`config.mk`:
```
export PLATFORM = sky130hd
export DESIGN_NAME = reflector_bank
export DESIGN_NICKNAME = d
export VERILOG_FILES = /design/src/rtl/enigma_pkg.sv /design/src/rtl/wiring_checker.sv /design/src/rtl/reflector_bank.sv
export SDC_FILE = /design/constraint.sdc
export NUM_CORES = 1
export LEC_CHECK = 0
export CORE_ASPECT_RATIO = 2
export CORE_MARGIN = 8
export CORE_UTILIZATION = 35
export DETAILED_ROUTE_END_ITERATION = 8
export PLACE_DENSITY = 0.47
export SYNTH_ARGS = -nofsm -noshare
export SYNTH_HDL_FRONTEND = slang
export SYNTH_SLANG_ARGS = --single-unit
```
`constraint.sdc`:
```
create_clock -name clk -period 6.76 [get_ports clk]
set_input_delay 1.69 -clock clk [delete_from_list [all_inputs] [get_ports clk]]
set_output_delay 1.69 -clock clk [all_outputs]
set_load 0.05 [all_outputs]
```
`src/rtl/enigma_pkg.sv`:
```
// Shared definitions for the Enigma reflector stage: default character base,
// configuration FSM states and the symbol-index width helper.
package enigma_pkg;

    localparam logic [7:0] BASE_DEFAULT = 8'h41;

    typedef enum logic [1:0] {
        CFG_IDLE,
        CFG_LOAD,
        CFG_CHECK
    } cfg_state_t;

    // Width of an index into n items; never narrower than one bit.
    function automatic int sym_width(input int n);
        return (n > 1) ? $clog2(n) : 1;
    endfunction

endpackage

```
`src/rtl/wiring_checker.sv`:
```
// Per-cycle wiring validation: tracks symbols already seen, accumulates the
// rejection flag and generates the inverse-table write for each entry.
module wiring_checker
    import enigma_pkg::*;
#(
    parameter int N                  = 26,
    parameter bit REQUIRE_INVOLUTION = 1'b1,
    localparam int SW                = sym_width(N)
)(
    input  logic          clk,
    input  logic          reset,
    input  logic          step,
    input  logic [SW-1:0] idx,
    input  logic [SW-1:0] entry,
    input  logic [SW-1:0] partner,
    output logic          err_total,
    output logic          inv_we,
    output logic [SW-1:0] inv_addr,
    output logic [SW-1:0] inv_data
);

    logic [N-1:0] seen;
    logic [N-1:0] seen_cur;
    logic [N-1:0] seen_next;
    logic         err_acc;
    logic         first;
    logic         in_range;
    logic         dup;
    logic         inv_fail;
    logic         err_now;

    // Index 0 starts a fresh pass, so stale history from a previous bank is ignored.
    always_comb begin
        first     = (idx == '0);
        seen_cur  = first ? '0 : seen;
        in_range  = ({1'b0, entry} < (SW+1)'(N));
        dup       = 1'b0;
        seen_next = seen_cur;
        if (in_range) begin
            dup             = seen_cur[entry];
            seen_next[entry] = 1'b1;
        end
        inv_fail = 1'b0;
        if (REQUIRE_INVOLUTION) begin
            inv_fail = (entry == idx) || (in_range && (partner != idx));
        end
        err_now   = !in_range || dup || inv_fail;
        err_total = (first ? 1'b0 : err_acc) | err_now;
    end

    assign inv_we   = step && in_range;
    assign inv_addr = entry;
    assign inv_data = idx;

    always_ff @(posedge clk) begin
        if (reset) begin
            seen    <= '0;
            err_acc <= 1'b0;
        end else if (step) begin
            seen    <= seen_next;
            err_acc <= err_total;
        end
    end

endmodule

```
`src/rtl/reflector_bank.sv`:
```
// Multi-bank reflector: serially loaded wiring tables, validated on the fly,
// substituting characters forward or inverse through a 1-cycle valid/ready stage.
module reflector_bank
    import enigma_pkg::*;
#(
    parameter int           N                  = 26,
    parameter int           W                  = 8,
    parameter logic [W-1:0] BASE               = W'(BASE_DEFAULT),
    parameter int           BANKS              = 2,
    parameter bit           REQUIRE_INVOLUTION = 1'b1,
    localparam int          SW                 = sym_width(N),
    localparam int          BW                 = sym_width(BANKS)
)(
    input  logic             clk,
    input  logic             reset,
    input  logic             cfg_start,
    input  logic [BW-1:0]    cfg_bank,
    input  logic             cfg_valid,
    input  logic [SW-1:0]    cfg_data,
    output logic             cfg_busy,
    output logic             cfg_done,
    output logic             cfg_err,
    output logic [BANKS-1:0] bank_ok,
    input  logic             in_valid,
    output logic             in_ready,
    input  logic [W-1:0]     din,
    input  logic [BW-1:0]    in_bank,
    input  logic             dec,
    output logic [W-1:0]     dout,
    output logic             out_valid,
    input  logic             out_ready,
    output logic             out_err
);

    localparam logic [SW-1:0] LAST_IDX = SW'(N - 1);
    localparam logic [W-1:0]  N_CHAR   = W'(N);

    cfg_state_t state;
    cfg_state_t next_state;

    logic [BW-1:0] ld_bank;
    logic [SW-1:0] idx;
    logic [SW-1:0] tbl [BANKS][N];
    logic [SW-1:0] inv [BANKS][N];

    logic          start_ok;
    logic          load_we;
    logic          check_step;
    logic          last_idx;
    logic [SW-1:0] chk_entry;
    logic [SW-1:0] chk_partner;
    logic          chk_err;
    logic          inv_we;
    logic [SW-1:0] inv_addr;
    logic [SW-1:0] inv_data;

    logic [W-1:0]  sym_off;
    logic [SW-1:0] sym;
    logic          bank_sel_ok;
    logic          accept;
    logic [SW-1:0] mapped;
    logic [W-1:0]  next_dout;
    logic          next_err;

    assign start_ok    = cfg_start && ({1'b0, cfg_bank} < (BW+1)'(BANKS));
    assign cfg_busy    = (state != CFG_IDLE);
    assign load_we     = (state == CFG_LOAD) && cfg_valid;
    assign check_step  = (state == CFG_CHECK);
    assign last_idx    = (idx == LAST_IDX);
    assign chk_entry   = tbl[ld_bank][idx];
    assign chk_partner = ({1'b0, chk_entry} < (SW+1)'(N)) ? tbl[ld_bank][chk_entry] : '0;

    always_ff @(posedge clk) begin
        if (reset) begin
            state <= CFG_IDLE;
        end else begin
            state <= next_state;
        end
    end

    always_comb begin
        next_state = state;
        unique case (state)
            CFG_IDLE:  if (start_ok) next_state = CFG_LOAD;
            CFG_LOAD:  if (cfg_valid && last_idx) next_state = CFG_CHECK;
            CFG_CHECK: if (last_idx) next_state = CFG_IDLE;
            default:   next_state = CFG_IDLE;
        endcase
    end

    // The bank under configuration is marked unusable as soon as loading starts.
    always_ff @(posedge clk) begin
        if (reset) begin
            ld_bank  <= '0;
            idx      <= '0;
            bank_ok  <= '0;
            cfg_done <= 1'b0;
            cfg_err  <= 1'b0;
        end else begin
            cfg_done <= 1'b0;
            case (state)
                CFG_IDLE: begin
                    if (start_ok) begin
                        ld_bank           <= cfg_bank;
                        idx               <= '0;
                        bank_ok[cfg_bank] <= 1'b0;
                    end
                end
                CFG_LOAD: begin
                    if (cfg_valid) idx <= last_idx ? '0 : idx + SW'(1);
                end
                CFG_CHECK: begin
                    idx <= last_idx ? '0 : idx + SW'(1);
                    if (last_idx) begin
                        cfg_done         <= 1'b1;
                        cfg_err          <= chk_err;
                        bank_ok[ld_bank] <= !chk_err;
                    end
                end
                default: ;
            endcase
        end
    end

    // Table storage is deliberately left unreset; bank_ok guards its use.
    always_ff @(posedge clk) begin
        if (!reset && load_we) tbl[ld_bank][idx] <= cfg_data;
        if (!reset && inv_we)  inv[ld_bank][inv_addr] <= inv_data;
    end

    wiring_checker #(
        .N                  (N),
        .REQUIRE_INVOLUTION (REQUIRE_INVOLUTION)
    ) u_checker (
        .clk       (clk),
        .reset     (reset),
        .step      (check_step),
        .idx       (idx),
        .entry     (chk_entry),
        .partner   (chk_partner),
        .err_total (chk_err),
        .inv_we    (inv_we),
        .inv_addr  (inv_addr),
        .inv_data  (inv_data)
    );

    assign sym_off     = din - BASE;
    assign sym         = sym_off[SW-1:0];
    assign bank_sel_ok = ({1'b0, in_bank} < (BW+1)'(BANKS)) && bank_ok[in_bank];
    assign in_ready    = !cfg_busy && (!out_valid || out_ready);
    assign accept      = in_valid && in_ready;

    // Characters below BASE wrap to large offsets and pass through untouched.
    always_comb begin
        next_dout = din;
        next_err  = 1'b0;
        mapped    = '0;
        if (sym_off < N_CHAR) begin
            if (!bank_sel_ok) begin
                next_err = 1'b1;
            end else begin
                mapped    = dec ? inv[in_bank][sym] : tbl[in_bank][sym];
                next_dout = BASE + W'(mapped);
            end
        end
    end

    always_ff @(posedge clk) begin
        if (reset) begin
            dout      <= '0;
            out_valid <= 1'b0;
            out_err   <= 1'b0;
        end else if (accept) begin
            dout      <= next_dout;
            out_valid <= 1'b1;
            out_err   <= next_err;
        end else if (out_ready) begin
            out_valid <= 1'b0;
        end
    end

endmodule

```
==> results.toml, run 1 <==
[drt]
ant_nets = 0
routed_wl_um = 102000
via_per_inst = 6.11
dr.pass1.iters = 6
wl_per_cell_um = 35.3
drcViolationCount = 0
drt_iter0_drc = 1648
num_vias = 17670

[timing]
hold_viol = 0
fin_skew_ns = 0.0216
setup_viol = 0
drv_slew = 0
rsz0062_at_grt = "no"
post-route-period-util = 0.936
tightest_slew_ns = 1.24
worst_slack_ns = 0.429
clock.fmax_mhz = 158
fin_crit_ns = 6.33
setup-tns-final_ns = 0
slew-limit-headroom = 0.162

[cells_and_area]
drive_gt1_frac = 0.237
synthToLayoutAreaGrowth_pct = 11.7
fin_nets = 1846

[yosys]
synthArstFlopShare = 0
netlist.area_leader.share = 0.560
seq_area_frac_synth = 0.596
postSynthCellCount = 1778
synth_seq_cells = 570
synth_enable_flop_cells = 520
synth_cell_types = 96
synth_area_leaders = "edfxtp_1 56%, mux4_2 17%, dfxtp_1 3.6%"
synth.most_common_cell = "edfxtp_1"
synth_warnings = 0
synthFlopType = "edfxtp_1"
synthTopCellsByCount = "520 x edfxtp_1, 215 x mux4_2, 183 x nor2_1"
syn-num-nets = 1811
synth_area_per_cell_um2 = 15.7
mappedNetlistArea_mm2 = 0.0279
synth.largest_area_cell = "edfxtp_1"

[die]
start_util = 0.353
rows = 146
die_x_um = 216
dieArea_mm2 = 0.0895
pin_count = 38
core_area_mm2 = 0.0791
die_h_um = 415

[worst_setup_path]
path_class = "register to register"
cp-start-kind = "register"
required_ns = 7.28
worstRegToRegCells = 13
critPathCaptureType = "register"
r2r_slack_ns = 0.43
worstPathArrival_ns = 6.85
r2r_end = "bank_ok[0]"
path_max_fanout = 49

[cts]
cts_buffers = 51
root_buffer = "clkbuf_16"
cts_max_level = 2
clkSinkCount = 570
ctsHoldBuffers = 0
cts_resized = 0
postCtsSetupBuffers = 0
path_clk_slew_ns = 0.07
clk_latency_ns = 0.61
cts_tree = "done"
clockBufferDepth = 3

[hold_path]
holdPathStages = 2
hp-class = "register to register"
min-delay-start = "u_checker.seen[0]"
hold_path_end = "u_checker.seen[0]"

[global_route]
gr-total-overflow = 0
grt_util_all_layers = 0.223
grt_max_degree = 63
grt_pass1_wl_um = 142000
grt_pass1_vias = 18285
antenna_found_initial = 3

[placement]
pre_cts_ws_ns = 1.21
portBuffers = 37
gp_congestion = 0.971
post-dp-hpwl_um = 74700

[run]
maxCapViolations = 0

[pwr]
p_leak_nw = 9.68
worst_ir_drop_vdd_mv = 0.179
p_per_area_mw_per_mm2 = 317

[run_status]
status = "finished clean"
cell families (layout without fill, tap and decap cells):
logic type / count (synthesis) / in the layout / share of synthesized area
fa+ha+maj: 11 / 11 / 0.00494
xor+xnor: 13 / 13 / 0.00408
buf+inv: 143 / 219 / 0.0279
other cells: 0 / 2 / 0
mux: 316 / 316 / 0.217
compound gates: 247 / 247 / 0.0645
simple gates: 478 / 478 / 0.0852
flops: 570 / 570 / 0.596
per-stage QoR:
step | std cells | hold slack (ns) | util | power (mW) | cell area, um^2
global route | 2891 | 0.511 | 0.394 | 10.1 | 31200
floorplan | 1778 | 0.446 | - | 5.84 | 27900
finish | 2892 | 0.484 | 0.394 | 9.87 | 31200
global placement | 2796 | 0.461 | 0.373 | 6.95 | 29500
detailed placement | 2796 | 0.472 | 0.373 | 6.95 | 29500
CTS | 2890 | 0.487 | 0.394 | 9.86 | 31200
worst max-delay path by stage:
stage                       to  startpoint  slack, ns
floorplan              dout[4]      din[0]       0.55
global placement       dout[4]      din[1]       1.18
detailed placement  bank_ok[0]    register       1.21
CTS                 bank_ok[0]    register       1.21
global route        bank_ok[0]    register       0.18
finish              bank_ok[0]    register       0.43
registers in the layout, indices dropped and copies added (netlist names), 2 cells and up, named ones only:
signal	cells
dout	8
inv	260
idx	5
bank_ok	2
state	2
u_checker.seen	26
tbl	260
layout make-up:
cell class              count  area [um^2]
repair buffers            110          995
clock buffers              61         1350
well taps                1036         1300
diodes                      2         5.00
inverters                  15         56.3
clock inverters            33          278
multi-input cells        1065        10500
flip-flops and latches    570        16600
fillers                  7239        47900
metal layers:
layer  up-vias  wire, um  track usage
met4         0      8600        0.155
met5         -         0            0
met3       284      4460       0.0253
met1      9250     31400        0.209
li1       7352         -            -
met2       784     57500        0.438
power breakdown:
group          internal (mW)  switching, mW  leakage, nW
Sequential              3.92          0.119         5.15
Combinational          0.965           1.94         3.71
Clock                   1.56           1.37        0.811
Total                   6.44           3.43         9.68
cells in the final DEF (no fill, tap or decap), types with 12 or more instances in the layout:
master / instances
a211oi_1: 20
a21oi_1: 65
a22oi_1: 29
a32oi_1: 16
and2_1: 12
buf_4: 65
clkbuf_16: 51
clkdlybuf4s50_1: 29
clkinv_2: 13
dfxtp_1: 44
edfxtp_1: 520
inv_1: 13
mux2_2: 15
mux2i_1: 73
mux4_2: 215
nand2_1: 74
nand2b_1: 18
nand3_1: 69
nor2_1: 183
nor3_1: 30
nor4_1: 12
o21ai_0: 21
worst max-delay path, stage by stage, from the launching register on:
cell and delay, ns:
dfxtp_4 0.91, buf_12 0.32, mux4_2 0.55, and3_1 0.20
a31oi_1 0.61, and4_1 0.60, nand3_2 0.48, nor3_1 0.93
nor4_1 0.35, a31o_2 0.31, a211oi_2 0.36, buf_4 0.19
nand3_1 0.10, a211oi_2 0.22
No activity file was read; power rests on OpenSTA's default activity.
==> run 2, diff against run 1 <==
RECOVER_POWER = 50   (was not set)
==> run 2 against run 1 <==
  * The run now ends with max-capacitance violations, max-slew violations left
  * Sequential power about the same
  * Utilization about the same
  * Register-to-register slack worse by 0.17 ns
  * Critical path type unchanged
  * Clock power about the same
  * Die area unchanged
  * First-iteration DRC count rose by 2.8%
==> results.toml, run 2 (synthesis results as in run 1) <==
[run_status]
status = "complete, but fails checks"
violations = "max-capacitance violations, max-slew violations"

[drt]
routed_wl_um = 102000
drcViolationCount = 0
drt_iter0_drc = 1694
num_vias = 17531
wl_per_cell_um = 35.3
ant_nets = 0
dr.pass1.iters = 6
via_per_inst = 6.06

[worst_setup_path]
path_max_fanout = 32
critical-path-max-stage-delay_ns = 1.39
path_class = "register to register"
path_cells = "buf_4 > nor3b_1 > and3_1 > a31oi_1 > and4_1 > nand3_2 > nor3_1 > nor4_1 > a31o_2 > a211oi_2 > buf_4 > nand3_1 > a211oi_2"
path_buf_inv = 2
critPathCaptureType = "register"
required_ns = 7.27
critPathSlowestCell = "dfxtp_1"
worstPathArrival_ns = 7.01
cpLargestDelayFamily = "simple AND/OR/NAND/NOR gates"
cp-start-kind = "register"

[timing]
post-route-period-util = 0.961
drv_slew = 341
hold-worst-slack_ns = 0.488
worst_slack_ns = 0.261
hold_viol = 0
slew-limit-headroom = -0.928
rsz0062_at_grt = "no"
tightest_slew_ns = 2.89
fin_skew_ns = 0.0219
fin_crit_ns = 6.50
setup_viol = 0
clock.fmax_mhz = 154
setup-tns-final_ns = 0

[cts]
clockBufferDepth = 3
root_buffer = "clkbuf_16"
postCtsSetupBuffers = 0
cts_buffers = 51
ctsHoldBuffers = 0
cts_max_level = 2
path_clk_slew_ns = 0.07
clkSinkCount = 570
cts_resized = 0
cts_tree = "done"
clk_latency_ns = 0.61

[pwr]
worst_ir_drop_vdd_mv = 0.179
total_power_mw = 9.86
p_leak_nw = 9.68
p_per_area_mw_per_mm2 = 317

[placement]
portBuffers = 37
dp.cells = 2796
post-dp-hpwl_um = 74700
pre_cts_ws_ns = 1.21
gp_congestion = 0.971
place_area_mm2 = 0.0295

[global_route]
grt_util_all_layers = 0.223
gr-total-overflow = 0
grt_max_degree = 63
grt_pass1_wl_um = 142000
antenna_found_initial = 3
grt_pass1_vias = 18285

[die]
die_x_um = 216
pin_count = 38
core_area_mm2 = 0.0791
dieArea_mm2 = 0.0895
start_util = 0.353
rows = 146
die_h_um = 415

[cells_and_area]
final_common_cell = "edfxtp_1"
fillers = 7244
final_area_mm2 = 0.0311
top_regs = "inv: 260 flops, tbl: 260 flops, u_checker.seen: 26 flops"
fin_nets = 1846
fin_cells = 2891
utilization = 0.394
synthToLayoutAreaGrowth_pct = 11.6
drive_gt1_frac = 0.230
layout_common_cells = "520 x edfxtp_1, 215 x mux4_2, 183 x nor2_1"

[run]
maxCapViolations = 7

[hold_path]
hp-class = "register to register"
-- run 2: area by class of cell --
type / instances / area [um^2] / area share
flip-flops and latches: 570 / 16600 / 0.534
multi-input cells: 1065 / 10500 / 0.339
clock buffers: 61 / 1350 / 0.0435
well taps: 1036 / 1300 / 0.0416
repair buffers: 110 / 970 / 0.0311
clock inverters: 33 / 278 / 0.00892
inverters: 15 / 56.3 / 0.00181
diodes: 1 / 2.50 / 0.0000804
-- run 2: metal layers --
metal	vias up	global-route usage	share of wire
met5	-	0	0
met4	0	0.155	0.084
met3	269	0.0253	0.042
met2	744	0.438	0.57
met1	9173	0.209	0.31
li1	7345	-	-
-- run 2: tightest hold or removal path, delay by kind of cell (launching register included) --
| family | cells | cell delay [ns] |
|---|---|---|
| AO/OA/AOI/OAI | 1 | 0.06 |
| AND/OR/NAND/NOR | 1 | 0.07 |
| flip-flops | 1 | 0.33 |
-- run 2: path summary, 6_finish.rpt --
check / to / cells after the start / slack [ns] / startpoint
worst max-delay path: bank_ok[0] / 13 / 0.26 / idx[4]
worst min-delay path: u_checker.seen[0] / 2 / 0.49 / u_checker.seen[0]
worst max register to register: bank_ok[0] / 13 / 0.26 / idx[4]
worst min register to register: u_checker.seen[0] / 2 / 0.49 / u_checker.seen[0]
-- run 2: power by group --
| part | total, mW | leakage (nW) | switching (mW) | internal (mW) |
|---|---|---|---|---|
| logic | 2.89 | 3.72 | 1.93 | 0.953 |
| registers | 4.05 | 5.15 | 0.119 | 3.93 |
| clock network | 2.93 | 0.811 | 1.37 | 1.56 |
| total | 9.86 | 9.68 | 3.42 | 6.44 |
